## src/rtl/gl_commit_ctrl.sv

```systemverilog
// Two-wide graduation-list commit controller: in-order retirement, exception flush and CSR serialisation.
// Optional macro COMMIT_PERF_COUNTER_EN enables the 64-bit retired-instruction counter on instret_o.
module gl_commit_ctrl #(
  parameter int GL_ENTRIES   = 32,
  parameter int PC_W         = 40,
  parameter int FLUSH_CYCLES = 3,
  parameter int IDX_W        = $clog2(GL_ENTRIES)
) (
  input  logic                 clk_i,
  input  logic                 rst_i,
  input  logic [1:0]           head_valid_i,
  input  logic [1:0]           head_done_i,
  input  logic [1:0]           head_exc_i,
  input  logic [1:0]           head_csr_i,
  input  logic [1:0][5:0]      head_cause_i,
  input  logic [1:0][PC_W-1:0] head_pc_i,
  input  logic [IDX_W-1:0]     head_idx_i,
  input  logic                 csr_ack_i,
  output logic [1:0]           read_head_o,
  output logic [1:0]           retire_cnt_o,
  output logic                 csr_req_o,
  output logic                 exc_valid_o,
  output logic [5:0]           exc_cause_o,
  output logic [PC_W-1:0]      exc_pc_o,
  output logic                 flush_o,
  output logic                 flush_commit_o,
  output logic [IDX_W-1:0]     flush_index_o,
  output logic [63:0]          instret_o
);

  typedef enum logic [1:0] {
    RUN      = 2'd0,
    CSR_WAIT = 2'd1,
    FLUSH    = 2'd2
  } state_t;

  localparam logic [3:0] FLUSH_LAST = 4'(FLUSH_CYCLES - 1);

  state_t     state;
  logic [3:0] flush_cnt;
  logic       slot0_ready;
  logic       slot1_ready;
  logic       slot0_exc;
  logic       slot0_csr;
  logic       unused_slot1;

  // Exceptions are only taken from slot 0, so slot 1 cause/pc are never consumed.
  assign unused_slot1 = ^{head_cause_i[1], head_pc_i[1]};

  // Per-slot retire qualification and the combinational pop request.
  always_comb begin
    slot0_ready = head_valid_i[0] & head_done_i[0] & ~head_exc_i[0] & ~head_csr_i[0];
    slot1_ready = slot0_ready & head_valid_i[1] & head_done_i[1] & ~head_exc_i[1] & ~head_csr_i[1];
    slot0_exc   = head_valid_i[0] & head_done_i[0] & head_exc_i[0];
    slot0_csr   = head_valid_i[0] & head_done_i[0] & head_csr_i[0] & ~head_exc_i[0];
    read_head_o = 2'b00;
    if (rst_i) begin
      read_head_o = 2'b00;
    end else begin
      case (state)
        RUN: begin
          if (slot0_exc) begin
            read_head_o = 2'b01;
          end else begin
            read_head_o = {slot1_ready, slot0_ready};
          end
        end
        CSR_WAIT: begin
          if (csr_ack_i) begin
            read_head_o = 2'b01;
          end else begin
            read_head_o = 2'b00;
          end
        end
        FLUSH:   read_head_o = 2'b00;
        default: read_head_o = 2'b00;
      endcase
    end
  end

  // Commit FSM with registered retire count, exception and flush outputs.
  always_ff @(posedge clk_i) begin
    if (rst_i) begin
      state          <= RUN;
      flush_cnt      <= 4'd0;
      retire_cnt_o   <= 2'd0;
      csr_req_o      <= 1'b0;
      exc_valid_o    <= 1'b0;
      exc_cause_o    <= 6'd0;
      exc_pc_o       <= '0;
      flush_o        <= 1'b0;
      flush_commit_o <= 1'b0;
      flush_index_o  <= '0;
    end else begin
      retire_cnt_o   <= 2'd0;
      exc_valid_o    <= 1'b0;
      flush_o        <= 1'b0;
      flush_commit_o <= 1'b0;
      case (state)
        RUN: begin
          if (slot0_exc) begin
            state          <= FLUSH;
            flush_cnt      <= FLUSH_LAST;
            exc_valid_o    <= 1'b1;
            exc_cause_o    <= head_cause_i[0];
            exc_pc_o       <= head_pc_i[0];
            flush_o        <= 1'b1;
            flush_commit_o <= 1'b1;
            flush_index_o  <= head_idx_i;
          end else if (slot0_csr) begin
            state     <= CSR_WAIT;
            csr_req_o <= 1'b1;
          end else begin
            retire_cnt_o <= {1'b0, slot0_ready} + {1'b0, slot1_ready};
          end
        end
        CSR_WAIT: begin
          if (csr_ack_i) begin
            state        <= RUN;
            csr_req_o    <= 1'b0;
            retire_cnt_o <= 2'd1;
          end else begin
            csr_req_o <= 1'b1;
          end
        end
        FLUSH: begin
          // Counter was loaded with FLUSH_CYCLES-1, so the state lasts FLUSH_CYCLES cycles.
          if (flush_cnt == 4'd0) begin
            state <= RUN;
          end else begin
            flush_cnt <= flush_cnt - 4'd1;
          end
        end
        default: begin
          state     <= RUN;
          flush_cnt <= 4'd0;
          csr_req_o <= 1'b0;
        end
      endcase
    end
  end

`ifdef COMMIT_PERF_COUNTER_EN
  logic [63:0] instret;

  // Retired-instruction counter, wraps at 2^64.
  always_ff @(posedge clk_i) begin
    if (rst_i) begin
      instret <= 64'd0;
    end else begin
      instret <= instret + {62'd0, retire_cnt_o};
    end
  end

  assign instret_o = instret;
`else
  assign instret_o = 64'd0;
`endif

endmodule

```

## config.mk

```make
export PLATFORM = sky130hd
export DESIGN_NAME = gl_commit_ctrl
export DESIGN_NICKNAME = d
export VERILOG_FILES = /design/src/rtl/gl_commit_ctrl.sv
export SDC_FILE = /design/constraint.sdc
export NUM_CORES = 1
export LEC_CHECK = 0
export ABC_CLOCK_PERIOD_IN_PS = 3600
export BUFFER_PORTS_ARGS = -buffer_cell sky130_fd_sc_hd__buf_2
export CORE_AREA = 2 2 89 91
export DETAILED_ROUTE_END_ITERATION = 12
export DIE_AREA = 0 0 91 93
export PLACE_DENSITY_LB_ADDON = 0.1
export SLEW_MARGIN = 20
export SYNTH_ARGS = -nofsm -noshare
export SYNTH_HDL_FRONTEND = slang
export SYNTH_SLANG_ARGS = --single-unit
```

## constraint.sdc

```tcl
create_clock -name clk_i -period 3.6 [get_ports clk_i]
set_input_delay 0.36 -clock clk_i [delete_from_list [all_inputs] [get_ports clk_i]]
set_output_delay 0.36 -clock clk_i [all_outputs]
set_load 0.1 [all_outputs]
```

==> results.sh, run 1 <==
export IMPL_outcome="completed"
export IMPL_max_freq_ghz=0.388
export IMPL_portBuffers=120
export IMPL_tritoncts="yes"
export IMPL_cts_buffers_inserted=9
export IMPL_synth_edf_count=0
export IMPL_grt_overflow=0
export IMPL_antenna_found_initial=0
export IMPL_yosysTopAreaCellShare=0.411
export IMPL_wl_per_cell_um=13.1
export IMPL_r2r_start="state[1]"
export IMPL_crit_path_end_kind="output pin"
export IMPL_cp_max_fo=26
export IMPL_cts_sinks=61
export IMPL_rsz0062_at_grt="false"
export IMPL_rows=32
export IMPL_p_leak_nw=1.66
export IMPL_final_nets=580
export IMPL_hold_ws_ns=0.269
export IMPL_vdd_drop_max_mv=0.249
export IMPL_r2r_setup_slack_ns=1.18
export IMPL_hp_class="in -> reg"
export IMPL_io_pins=231
export IMPL_synth_area_leaders="dfxtp_1, buf_4, a21oi_1"
export IMPL_drt_pass1_iter_count=4
export IMPL_cp_start_kind="register"
export IMPL_initial_core_util=0.395
export IMPL_drive_above_1_share=0.313
export IMPL_syn_cell_area_um2=2970
export IMPL_powerDensity_nw_per_um2=564
export IMPL_slowest_stage="or2_1"
export IMPL_yosysMostFrequentCell="buf_4"
export IMPL_root_buffer="clkbuf_8"
export IMPL_required_ns=3.24
export IMPL_routed_via_density=4.72
export IMPL_remaining_drc_errors=0
export IMPL_first_global_vias=2435
export IMPL_dpl_hpwl_mm=4.77
export IMPL_die_y_um=93
export IMPL_clk_latency_ns=0.33
export IMPL_worstPathArrival_ns=2.22
export IMPL_worst_hold_path_endpoint="exc_cause_o[2]"
export IMPL_hold_depth=3
export IMPL_cts_resized=0
export IMPL_core_area_um2=7530
export IMPL_worstMarginPinSlew_ns=0.964
export IMPL_r2r_end="flush_cnt[2]"
export IMPL_yosys_register_bits=61
export IMPL_ant_nets=0
export IMPL_drt_total_wl_mm=7.53
export IMPL_vias=2716
export IMPL_rr_worst_depth=4
export IMPL_die_area_um2=8460
export IMPL_ys_flop_type="dfxtp_1"
export IMPL_period_needed_ns=2.58
export IMPL_grt_total_usage=0.170
export IMPL_clock_skew_ns=0.00635
export IMPL_die_w_um=91
export IMPL_n_antenna_cell=0
export IMPL_avgSynthCellArea_um2=8.14
export IMPL_cts_htree_levels=3
export IMPL_fin_crit_sh=0.717
export IMPL_grt_pass1_wl_mm=11.7
export IMPL_critical_path_max_stage_delay_ns=0.63
export IMPL_worstHoldStart="head_cause_i[2]"
export IMPL_ys_types=37
export IMPL_yosys_warnings=0
export IMPL_cts_clk_slew_worst_paths_ns=0.07
export IMPL_syn2layout_area_growth_pct=20.7
export IMPL_postCtsHoldBufs=0
export IMPL_netlist_instances=365
export IMPL_dr_first_iter_drc_count=113
export IMPL_worstPathCellList="or2_1 > nor4b_2 > buf_2"
export IMPL_finalMaxSlewViolations=0
export IMPL_ys_async_sr_fraction=0
export IMPL_synth_common_cells="buf_4, dfxtp_1, a21oi_1"
export IMPL_maxCapViolations=0
export IMPL_gp_congestion=0.725
export IMPL_seq_area_frac_synth=0.411
export IMPL_cts_post_setup_buffers_inserted=0
export IMPL_slew_headroom=0.357
export IMPL_yosys_area_top_type="dfxtp_1"
export IMPL_grt_max_degree=59
export IMPL_critPathKind="reg -> out"
export IMPL_setup_viol=0
export IMPL_clock_path_buffers=2
export IMPL_finalHoldViolCount=0
export IMPL_nFillCells=796
export IMPL_tns_ns=0
-- layout by cell type (no fill, tap or decap), types with 2 or more instances in the layout --
| cell type | instances |
|---|---|
| buf_4 | 6 |
| buf_2 | 120 |
| nor4b_2 | 2 |
| nand2_1 | 5 |
| inv_1 | 5 |
| a31oi_1 | 2 |
| nor2_1 | 5 |
| clkbuf_8 | 10 |
| dfxtp_1 | 61 |
| ha_1 | 3 |
| nand3_1 | 53 |
| bufinv_16 | 2 |
| clkinv_2 | 3 |
| o21ai_0 | 54 |
| a21oi_1 | 57 |
| conb_1 | 64 |
-- report_power, final --
| part | total [W] | internal [W] | switching (W) |
|---|---|---|---|
| combinational | 0.000643 | 0.0000741 | 0.000569 |
| clock | 0.000664 | 0.000401 | 0.000263 |
| sequential | 0.000714 | 0.000700 | 0.0000148 |
| total | 0.00202 | 0.00117 | 0.000846 |
-- sequential cells by signal, indices dropped and copies added (netlist names) --
register        count
csr_req_o           1
exc_cause_o         6
exc_pc_o           40
flush_cnt           4
flush_commit_o      1
flush_index_o       5
retire_cnt_o        2
state               2
-- worst max-delay path: cells and delay by family (launching register included) --
| kind | cells | cell delay [ns] |
|---|---|---|
| buffers and inverters | 1 | 0.47 |
| flip-flops | 1 | 0.46 |
| AND/OR/NAND/NOR | 2 | 0.96 |
-- layer usage --
| metal | global-route usage | vias up | routed length (um) |
|---|---|---|---|
| li1 | - | 1350 | - |
| met4 | 0.0530 | 0 | 91 |
| met1 | 0.200 | 1250 | 3330 |
| met3 | 0.0451 | 10 | 472 |
| met2 | 0.304 | 106 | 3640 |
| met5 | 0 | - | 0 |
-- cell type report --
type                    instances  area [um^2]  share of cell area
flip-flops and latches         61         1220               0.341
clock inverters                 5         75.1              0.0209
inverters                       5         18.8             0.00524
well taps                     102          128              0.0356
clock buffers                  10          138              0.0384
multi-input cells             266         1360               0.379
repair buffers                126          646               0.180
-- cell families after synthesis --
group | after synthesis | share of synthesized area
AOI/OAI and AO/OA | 122 | 0.217
adders and majority gates | 3 | 0.0126
buffers and inverters | 101 | 0.215
DFF | 61 | 0.411
muxes | 1 | 0.00337
other | 1 | 0.00126
and+or+nand+nor | 76 | 0.139
-- worst max path at each step --
stage | to | startpoint | depth (start not counted) | slack (ns)
after floorplan | read_head_o[1] | state[0] | 5 | 0.60
after global placement | flush_cnt[2] | state[1] | 4 | 1.21
after detailed placement | flush_cnt[2] | state[1] | 4 | 1.19
after CTS | read_head_o[1] | state[1] | 3 | 0.99
after global routing | read_head_o[1] | state[1] | 3 | 0.87
final | read_head_o[1] | state[1] | 3 | 1.02
-- through the flow --
| stage | cells | utilization | setup slack, ns | total power [W] | cell area [um^2] |
|---|---|---|---|---|---|
| detailed placement | 560 | 0.448 | 1.19 | 0.00137 | 3370 |
| global placement | 560 | 0.448 | 1.21 | 0.00137 | 3370 |
| floorplan | 428 | - | 0.595 | 0.00134 | 3210 |
| finish | 575 | 0.476 | 1.02 | 0.00202 | 3580 |
| global route | 575 | 0.476 | 0.869 | 0.00210 | 3580 |
| CTS | 575 | 0.476 | 0.988 | 0.00204 | 3580 |
Note: power is estimated with default switching activity, not from simulation.
==> run 2: changes to the inputs <==
--- a/config.mk
+++ b/config.mk
@@ -5,11 +5,11 @@
 export SDC_FILE = /design/constraint.sdc
 export NUM_CORES = 1
 export LEC_CHECK = 0
-export ABC_CLOCK_PERIOD_IN_PS = 3600
+export ABC_CLOCK_PERIOD_IN_PS = 2470
 export BUFFER_PORTS_ARGS = -buffer_cell sky130_fd_sc_hd__buf_2
-export CORE_AREA = 2 2 89 91
+export CORE_AREA = 2 2 90 92
 export DETAILED_ROUTE_END_ITERATION = 12
-export DIE_AREA = 0 0 91 93
+export DIE_AREA = 0 0 92 94
 export PLACE_DENSITY_LB_ADDON = 0.1
 export SLEW_MARGIN = 20
 export SYNTH_ARGS = -nofsm -noshare
==> constraint.sdc (replaced) <==
create_clock -name clk_i -period 2.47 [get_ports clk_i]
set_input_delay 0.247 -clock clk_i [delete_from_list [all_inputs] [get_ports clk_i]]
set_output_delay 0.247 -clock clk_i [all_outputs]
set_load 0.1 [all_outputs]
==> run 2 against run 1 <==
Wire length grew 0.92%. Sequential share of layout area fell by 0.18 points. Design area grew 0.52%. Count of clock-buffer cells in the layout up 5. Register-to-register slack lost 0.41 ns. Critical endpoint unchanged. Highest routed layer unchanged.
==> results.sh, run 2 (synthesis results as in run 1) <==
export IMPL_grtUsageMet1=0.206
export IMPL_finalHoldViolCount=0
export IMPL_syn2layout_area_growth_pct=21.3
export IMPL_swShare=0.438
export IMPL_clockPowerShare=0.281
export IMPL_layout_common_cells="buf_2, conb_1, dfxtp_1"
export IMPL_root_buffer="clkbuf_8"
export IMPL_period_needed_ns=1.86
export IMPL_initial_core_util=0.390
export IMPL_io_pins=231
export IMPL_setup_viol=0
export IMPL_die_w_um=92
export IMPL_p_leak_nw=1.65
export IMPL_nFillCells=823
export IMPL_wl_per_cell_um=13.2
export IMPL_worstPathArrival_ns=1.62
export IMPL_remaining_drc_errors=0
export IMPL_first_global_vias=2408
export IMPL_clock_path_buffers=2
export IMPL_maxCapViolations=0
export IMPL_fin_crit_sh=0.754
export IMPL_largest_reg_flops=40
export IMPL_grt_max_degree=53
export IMPL_finalMaxSlewViolations=0
export IMPL_hp_class="in -> reg"
export IMPL_worstMarginPinSlew_ns=0.564
export IMPL_setup_slack_ns=0.607
export IMPL_rows=32
export IMPL_routed_via_density=4.82
export IMPL_n_antenna_cell=0
export IMPL_tns_ns=0
export IMPL_drt_pass1_iter_count=4
export IMPL_worstPathCellList="or2_1 > nor4b_4 > buf_12"
export IMPL_critical_path_max_stage_delay_ns=0.46
export IMPL_p_seq_frac=0.376
export IMPL_grt_total_usage=0.171
export IMPL_top_register="exc_pc_o"
export IMPL_net_switching_power_w=0.00121
export IMPL_globalRouteMet2Util=0.287
export IMPL_slew_headroom=0.624
export IMPL_cp_start_kind="register"
export IMPL_worstHoldStart="head_idx_i[0]"
export IMPL_grt_overflow=0
export IMPL_die_y_um=94
export IMPL_busiest_layer="met2"
export IMPL_rsz0062_at_grt="false"
export IMPL_drt_total_wl_mm=7.60
export IMPL_r2r_start="state[1]"
export IMPL_intPower_w=0.00156
export IMPL_drive_above_1_share=0.311
export IMPL_cts_htree_levels=3
export IMPL_worstSetupStartpoint="state[1]"
export IMPL_cts_buffers_inserted=9
export IMPL_antenna_found_initial=0
export IMPL_dr_first_iter_drc_count=127
export IMPL_ant_nets=0
export IMPL_tritoncts="yes"
export IMPL_powerDensity_nw_per_um2=768
export IMPL_cp_max_fo=14
export IMPL_dp_slack_ns=0.627
export IMPL_slowest_stage="dfxtp_1"
export IMPL_required_ns=2.22
export IMPL_final_nets=582
export IMPL_portBuffers=120
export IMPL_gp_congestion=0.736
export IMPL_grt_pass1_wl_mm=11.8
export IMPL_dpl_hpwl_mm=5.02
export IMPL_clock_skew_ns=0.00467
export IMPL_p_comb_frac=0.343
export IMPL_max_freq_ghz=0.537
export IMPL_clk_latency_ns=0.33
export IMPL_reg_top3="exc_pc_o (40), exc_cause_o (6), flush_index_o (5)"
export IMPL_globalRouteMet3Util=0.0586
export IMPL_postCtsHoldBufs=0
export IMPL_vdd_drop_max_mv=0.376
export IMPL_cts_sinks=61
export IMPL_final_common_cell="buf_2"
export IMPL_critPathTopFamily="simple AND/OR/NAND/NOR gates"
export IMPL_worst_path_buf_inv=1
export IMPL_core_area_um2=7610
export IMPL_outcome="completed"
export IMPL_crit_path_end_kind="output pin"
export IMPL_cts_resized=0
export IMPL_cts_clk_slew_worst_paths_ns=0.07
export IMPL_cts_post_setup_buffers_inserted=0
export IMPL_critPathKind="reg -> out"
export IMPL_vias=2785
export IMPL_die_area_um2=8650
## run 2: changes by cell type in the layout (fill, tap and decap cells not counted), moves of 2 or more
cell	before	now
buf_4	6	8
clkinv_2	3	1
buf_2	120	118
clkbuf_1	0	4
buf_12	0	2
bufinv_16	2	0
## run 2: area by class of cell
cell class,count,area (um^2),share of cell area
Clock buffer,15,166,0.0462
Clock inverter,1,5.00,0.00139
Tap cell,102,128,0.0354
Inverter,5,18.8,0.00521
Sequential cell,61,1220,0.339
Timing Repair Buffer,128,691,0.192
Multi-Input combinational cell,266,1370,0.381
## run 2: power groups by stage
stage          logic, W  registers (W)  clock network [W]
2_1_floorplan  0.000669        0.00129                  0
3_3_place_gp   0.000947        0.00106                  0
4_1_cts        0.000949        0.00104           0.000813
6_report       0.000948        0.00104           0.000779
5_1_grt        0.000987        0.00104           0.000856
3_5_place_dp   0.000948        0.00106                  0
## run 2: routing by layer
layer / share of wire / up-vias
met5: 0 / -
met4: 0.0068 / 0
met3: 0.079 / 4
met2: 0.50 / 119
met1: 0.42 / 1305
li1: - / 1357
## run 2: path summary, 6_finish.rpt
| kind | endpoint | slack, ns | cells past startpoint |
|---|---|---|---|
| worst max register to register | flush_cnt[2] | 0.77 | 4 |
| worst min-delay path | flush_index_o[0] | 0.16 | 3 |
| worst max-delay path | read_head_o[1] | 0.61 | 3 |
| worst min register to register | exc_pc_o[22] | 0.47 | 2 |
## run 2: worst register-to-register path, delay by kind of cell, from the launching register on
family,cells,cell delay (ns)
flops,1,0.62
buf+inv,1,0.29
compound gates,2,0.43
simple gates,1,0.26
## run 2: per-stage QoR
step                hold slack [ns]  total power [W]  std cells  instance area [um^2]   util
finish                        0.159          0.00277        578                  3600  0.474
global route                  0.151          0.00289        578                  3600  0.474
CTS                           0.138          0.00280        578                  3600  0.474
detailed placement            0.463          0.00201        562                  3430  0.451
global placement              0.458          0.00201        562                  3430  0.451
floorplan                     0.395          0.00196        428                  3230      -
